==> src/rtl/misc_check_pkg.sv <==
// Shared types and helper functions for the Misc stimulus driver / response checker.
package misc_check_pkg;

    localparam int unsigned DATA_W = 8;
    localparam int unsigned SEL_W  = 4;
    localparam int unsigned REG_W  = 16;

    localparam logic [REG_W-1:0] LFSR_TAPS = 16'hB400;
    localparam logic [REG_W-1:0] MISR_POLY = 16'h1021;

    typedef enum logic [2:0] {
        ST_IDLE,
        ST_LOAD,
        ST_DRIVE,
        ST_SETTLE,
        ST_CHECK,
        ST_DONE
    } state_e;

    // Reference model of Misc.XOUT2: 8-bit wrapping A - B + C + 5.
    function automatic logic [DATA_W-1:0] xout2_model(input logic [DATA_W-1:0] a,
                                                      input logic [SEL_W-1:0]  b,
                                                      input logic [DATA_W-1:0] c);
        return DATA_W'(a - {4'b0000, b} + c + 8'd5);
    endfunction

    function automatic logic [REG_W-1:0] lfsr_step(input logic [REG_W-1:0] s);
        return (s >> 1) ^ (s[0] ? LFSR_TAPS : '0);
    endfunction

    function automatic logic [REG_W-1:0] misr_step(input logic [REG_W-1:0] sig,
                                                   input logic [REG_W-1:0] data);
        return {sig[REG_W-2:0], 1'b0} ^ (sig[REG_W-1] ? MISR_POLY : '0) ^ data;
    endfunction

endpackage

==> src/rtl/misc_lfsr16.sv <==
// 16-bit right-shifting Galois LFSR with synchronous load and advance.
module misc_lfsr16
    import misc_check_pkg::*;
#(
    parameter logic [15:0] RESET_VAL = 16'h0001
) (
    input  logic        CLK,
    input  logic        RST,
    input  logic        LOAD,
    input  logic [15:0] SEED,
    input  logic        ADV,
    output logic [15:0] Q
);

    logic [REG_W-1:0] lfsr_q;
    logic [REG_W-1:0] lfsr_d;

    // An all-zero seed would lock the LFSR, so it is replaced by 1.
    always_comb begin
        lfsr_d = lfsr_q;
        if (LOAD) begin
            lfsr_d = (SEED == '0) ? 16'h0001 : SEED;
        end else if (ADV) begin
            lfsr_d = lfsr_step(lfsr_q);
        end
    end

    always_ff @(posedge CLK or posedge RST) begin
        if (RST) begin
            lfsr_q <= RESET_VAL;
        end else begin
            lfsr_q <= lfsr_d;
        end
    end

    assign Q = lfsr_q;

endmodule

==> config.mk <==
export PLATFORM = sky130hd
export DESIGN_NAME = misc_lfsr16
export DESIGN_NICKNAME = d
export VERILOG_FILES = /design/src/rtl/misc_check_pkg.sv /design/src/rtl/misc_lfsr16.sv
export SDC_FILE = /design/constraint.sdc
export NUM_CORES = 1
export LEC_CHECK = 0
export CORE_MARGIN = 3
export CORE_UTILIZATION = 41
export CTS_CLUSTER_DIAMETER = 150
export DETAILED_ROUTE_END_ITERATION = 6
export PLACE_DENSITY = 0.84
export SLEW_MARGIN = 15
export SYNTH_ARGS = -nofsm -noshare
export SYNTH_HDL_FRONTEND = slang
export SYNTH_SLANG_ARGS = --single-unit
==> constraint.sdc <==
create_clock -name CLK -period 1.3 [get_ports CLK]
set_input_delay 0.26 -clock CLK [delete_from_list [all_inputs] [get_ports CLK]]
set_output_delay 0.26 -clock CLK [all_outputs]
set_load 0.05 [all_outputs]
# Word level (Yosys, flattened, before mapping)
# Index checks and enable logic that the tools add are counted.
[op_classes] n_bitwise=1 reduce_logical=2 n_mux=4
[op_table] op="$mux W16" count=4
[op_table] op="$logic_not A16 Y1" count=1
[op_table] op="$xor A15 B16 Y16" count=1
[op_table] op="$reduce_bool A2 Y1" count=1
[totals] regBits=16 elab_cells=8 inputBits=20

# Depth between registers and ports, before layout
[logic_depth] depth_word=4 depth_mapped=4 ltp_nobuf=3

# Worst setup path before layout
# No wires, ideal clock.
[synth_path] path_kind="register -> register" start="register, netlist name Q[0]" end="register lfsr_q[0] (netlist: Q[0])" setup_slack_ns=0.105 setup_ns=0.077 n_path_buf=0 required_time_ns=1.223 t_arrival_ns=1.117 path_stages_with_launch=4 path_cell_list="dfstp_2 nor2b_1 a211oi_2 a31oi_1"
[synth_rtl] element="to (signal assigned)" line_no="misc_lfsr16.sv:32" source="lfsr_q <= lfsr_d;"
[synth_rtl] element="to (decl)" line_no="misc_lfsr16.sv:15" source="logic [REG_W-1:0] lfsr_q;"

# Worst setup path in the final report
[layout_path] start="register lfsr_q[0] (netlist: Q[0])" end="output Q[0]"
[layout_rtl] element="to (decl)" line_no="misc_lfsr16.sv:12" source="output logic [15:0] Q"
# No word-level cell between the ends.

==> impl_metrics.xml <==
<?xml version="1.0" encoding="UTF-8"?>
<metrics>
  <group name="global_routing">
    <metric name="initial_antenna_violation_count" unit="">0</metric>
    <metric name="largest_net_degree_at_the_start_of_global_routing" unit="">33</metric>
    <metric name="grt_first_pass_wirelength" unit="um">3800</metric>
    <metric name="globalRouteOverflowTotal" unit="">0</metric>
    <metric name="first_global_vias" unit="">817</metric>
    <metric name="groute.usage.overall" unit="%">20.0</metric>
  </group>
  <group name="sta">
    <metric name="final.setup.worst_slack" unit="ns">0.0333</metric>
    <metric name="hold-worst-slack" unit="ns">0.260</metric>
    <metric name="worst_slew_margin_rel" unit="%">82.1</metric>
    <metric name="setup_repair_after_global_routing_missed_its_margin" unit="">false</metric>
    <metric name="actual_slew_at_the_worst_max_slew_pin" unit="ns">0.267</metric>
    <metric name="finClkSkew" unit="ns">0.00623</metric>
    <metric name="final-hold-violation-count" unit="">0</metric>
    <metric name="period_needed" unit="ns">1.27</metric>
    <metric name="post-route-period-util" unit="%">97.4</metric>
    <metric name="peak_clock_frequency_supported_by_timing" unit="MHz">789</metric>
    <metric name="setup_viol_count_final" unit="">0</metric>
    <metric name="final-max-slew-violation-count" unit="">0</metric>
  </group>
  <group name="routing">
    <metric name="routed-wl-met2" unit="um">1320</metric>
    <metric name="routed-via-count" unit="">743</metric>
    <metric name="routed-wl-met3" unit="um">98</metric>
    <metric name="wirelength" unit="um">2320</metric>
    <metric name="top_layer" unit="">met4</metric>
    <metric name="final_antenna_net_count" unit="">0</metric>
    <metric name="met1_length" unit="um">822</metric>
    <metric name="detail_route.iter0.violations" unit="">6</metric>
    <metric name="via_per_inst" unit="">5.20</metric>
    <metric name="remaining_drc_errors" unit="">0</metric>
    <metric name="drt-pass1-iter-count" unit="">4</metric>
    <metric name="drt-wirelength-per-cell" unit="um">16.2</metric>
  </group>
  <group name="power_and_ir_drop">
    <metric name="p_seq_share" unit="%">39.8</metric>
    <metric name="power.density" unit="nW/um^2">1110</metric>
    <metric name="p_switching" unit="mW">0.582</metric>
    <metric name="clock_power_share" unit="%">17.3</metric>
    <metric name="power.leakage" unit="nW">0.638</metric>
    <metric name="p_sw_share" unit="%">36.3</metric>
    <metric name="ir_drop" unit="mV">0.707</metric>
    <metric name="relative_contribution_of_combinational_cells_to_total_power" unit="%">42.9</metric>
    <metric name="totalPowerFinal" unit="mW">1.60</metric>
    <metric name="p_int" unit="mW">1.02</metric>
  </group>
  <group name="logic_synthesis">
    <metric name="syn-num-nets" unit="">99</metric>
    <metric name="synthesis.area" unit="um^2">843</metric>
    <metric name="synth_compound_area_share" unit="%">11.1</metric>
    <metric name="postSynthRegisterBits" unit="">16</metric>
    <metric name="ys.warnings.count" unit="">0</metric>
    <metric name="post_synth_xor_area_fraction" unit="%">3.12</metric>
    <metric name="post_synth_fa_ha_maj_area_fraction" unit="%">0</metric>
    <metric name="yosys.area_share.simple" unit="%">14.1</metric>
    <metric name="synth.yosys.seq_area_share" unit="%">47.6</metric>
    <metric name="synth_area_per_cell" unit="um^2">10.7</metric>
    <metric name="combinational_family_with_the_most_area_after_synthesis" unit="">multiplexers</metric>
    <metric name="synthDistinctLibCells" unit="">17</metric>
    <metric name="synth_cells" unit="">79</metric>
    <metric name="synthMuxAreaShare" unit="%">17.8</metric>
  </group>
  <group name="critical_path">
    <metric name="critPathTopFamily" unit="">flip-flops</metric>
    <metric name="crit-reg2reg-launch" unit="">Q[0]</metric>
    <metric name="arrival" unit="ns">1.01</metric>
    <metric name="timing.critical_path.fanout_max" unit="">2</metric>
    <metric name="cp_slowest_stage_delay" unit="ns">0.58</metric>
    <metric name="crit_path_end_kind" unit="">output pin</metric>
    <metric name="crit_buf_inv" unit="">1</metric>
    <metric name="worst-setup-path-type" unit="">reg2out</metric>
    <metric name="crit_slowest_cell" unit="">sky130_fd_sc_hd__dfstp_2</metric>
    <metric name="startpoint" unit="">Q[0]</metric>
    <metric name="cp_data_required_time" unit="ns">1.04</metric>
    <metric name="cells_along_the_critical_path" unit="">buf_12</metric>
    <metric name="worst_setup_path_start_kind" unit="">flop</metric>
    <metric name="minimum_setup_slack_among_reg_to_reg_paths" unit="ns">0.10</metric>
  </group>
  <group name="floorplan">
    <metric name="core_area" unit="um^2">1840</metric>
    <metric name="starting_density_of_the_core" unit="%">45.9</metric>
    <metric name="dieWidth" unit="um">51.4</metric>
    <metric name="die_height" unit="um">51.4</metric>
    <metric name="placement_rows" unit="">15</metric>
    <metric name="die_area" unit="um^2">2640</metric>
    <metric name="io-pin-count" unit="">36</metric>
  </group>
  <group name="finish">
    <metric name="largest_reg_flops" unit="">16</metric>
    <metric name="fill_cells" unit="">116</metric>
    <metric name="register_area" unit="um^2">402</metric>
    <metric name="layout-drive-gt1-share" unit="%">26.3</metric>
    <metric name="antenna_cells" unit="">0</metric>
    <metric name="layout_common_cells" unit="">sky130_fd_sc_hd__clkdlybuf4s50_1, sky130_fd_sc_hd__buf_12, sky130_fd_sc_hd__dfrtp_1, sky130_fd_sc_hd__mux2i_1, sky130_fd_sc_hd__nand2_1</metric>
    <metric name="footprint_of_the_multi_input_gates" unit="um^2">397</metric>
    <metric name="final_cell_count_no_fill" unit="">143</metric>
    <metric name="design.final.nets" unit="">139</metric>
    <metric name="layout_commonest_cell" unit="">sky130_fd_sc_hd__clkdlybuf4s50_1</metric>
    <metric name="finalInstanceArea" unit="um^2">1440</metric>
    <metric name="area_growth_syn_to_layout" unit="%">70.8</metric>
  </group>
  <group name="cts">
    <metric name="cts.root.buffer_cell" unit="">sky130_fd_sc_hd__clkbuf_4</metric>
    <metric name="clock_sinks" unit="">16</metric>
    <metric name="clk_pin_slew_worst_paths" unit="ns">0.09</metric>
    <metric name="cts_tree" unit="">done</metric>
    <metric name="clock_tree.htree_level_count" unit="">1</metric>
    <metric name="tritoncts.num_buffers" unit="">3</metric>
    <metric name="clock_tree.buffer_depth" unit="">2</metric>
    <metric name="clkLatencyLatePin" unit="ns">0.29</metric>
    <metric name="cts_hold_buf" unit="">0</metric>
  </group>
  <group name="place">
    <metric name="cells_after_dpl" unit="">138</metric>
    <metric name="pre_cts_ws" unit="ns">-0.187</metric>
    <metric name="placedInstanceArea" unit="um^2">1400</metric>
    <metric name="place_congestion" unit="">0.811</metric>
    <metric name="detailed_place_hpwl" unit="um">1820</metric>
    <metric name="port_buffers" unit="">35</metric>
  </group>
  <group name="outcome">
    <metric name="outcome" unit="">completed</metric>
  </group>
  <group name="worst_hold_path">
    <metric name="classification_of_the_worst_slack_hold_path" unit="">in2async</metric>
  </group>
  <group name="run">
    <metric name="drv_cap" unit="">0</metric>
  </group>
</metrics>
-- worst paths after layout --
path / cells past startpoint / endpoint
max reg2reg: 4 / Q[10]
max in group asynchronous: 3 / Q[0]
min: 3 / Q[4]
min in group CLK: 3 / Q[13]
max: 1 / Q[0]
min reg2reg: 2 / Q[6]
-- worst reg2reg max path, cell delays in order (launching register included) --
cell                      delay, ns
sky130_fd_sc_hd__dfstp_2       0.58
sky130_fd_sc_hd__buf_6         0.14
sky130_fd_sc_hd__xor2_1        0.18
sky130_fd_sc_hd__mux2i_1       0.11
sky130_fd_sc_hd__o21ai_1       0.13
-- logic make-up after synthesis --
family,count (synthesis)
buffers and inverters,7
AND/OR/NAND/NOR,21
AO/OA/AOI/OAI,17
multiplexers,15
flip-flops,16
XOR/XNOR,3
-- stage by stage --
stage               util (%)  TNS (ns)
CTS                     77.7         0
global route            78.3         0
finish                  78.3         0
floorplan                  -         0
global placement        75.9    -0.678
detailed placement      75.9     -1.44
-- power by group through the flow --
stage                     Clock, mW  Sequential [mW]  Combinational (mW)
after floorplan                   0            0.802               0.137
after global placement            0            0.643               0.655
after detailed placement          0            0.648               0.674
after CTS                     0.285            0.634               0.687
after global routing          0.295            0.645               0.720
final                         0.278            0.636               0.686
-- repair_timing --
action                                  4_1_cts  5_1_grt
resized for setup                             0        2
pin swaps                                     0        1
setup buffers                                 1        0
endpoints found under the setup margin        1        1
-- metal layers --
metal  track usage [%]  vias up
li1                  -      352
met1              21.0      358
met2              36.5       25
met3              3.79        8
met4              12.2        0
met5                 0        -
-- cell type report --
type                            instances  area share [%]
Timing Repair Buffer                   40            40.1
Sequential cell                        16            27.9
Multi-Input combinational cell         56            27.5
Tap cell                               25            2.17
Clock buffer                            4            1.82
Inverter                                2           0.521
-- cells in the mapped netlist (all sizes together) --
| cell type | instances | share of area [%] |
|---|---|---|
| nand4 | 1 | 0.74 |
| inv | 2 | 0.89 |
| buf | 4 | 4.9 |
| dfstp | 1 | 3.1 |
| a211oi | 1 | 1.5 |
| clkbuf | 1 | 0.44 |
| dfrtp | 15 | 45 |
| nor4 | 4 | 5.9 |
| a31oi | 1 | 0.74 |
| nor2b | 1 | 0.74 |
| xor2 | 3 | 3.1 |
| o21ai | 15 | 8.9 |
| mux2i | 15 | 18 |
| nand2 | 15 | 6.7 |
(Power assumes the default switching activity.)
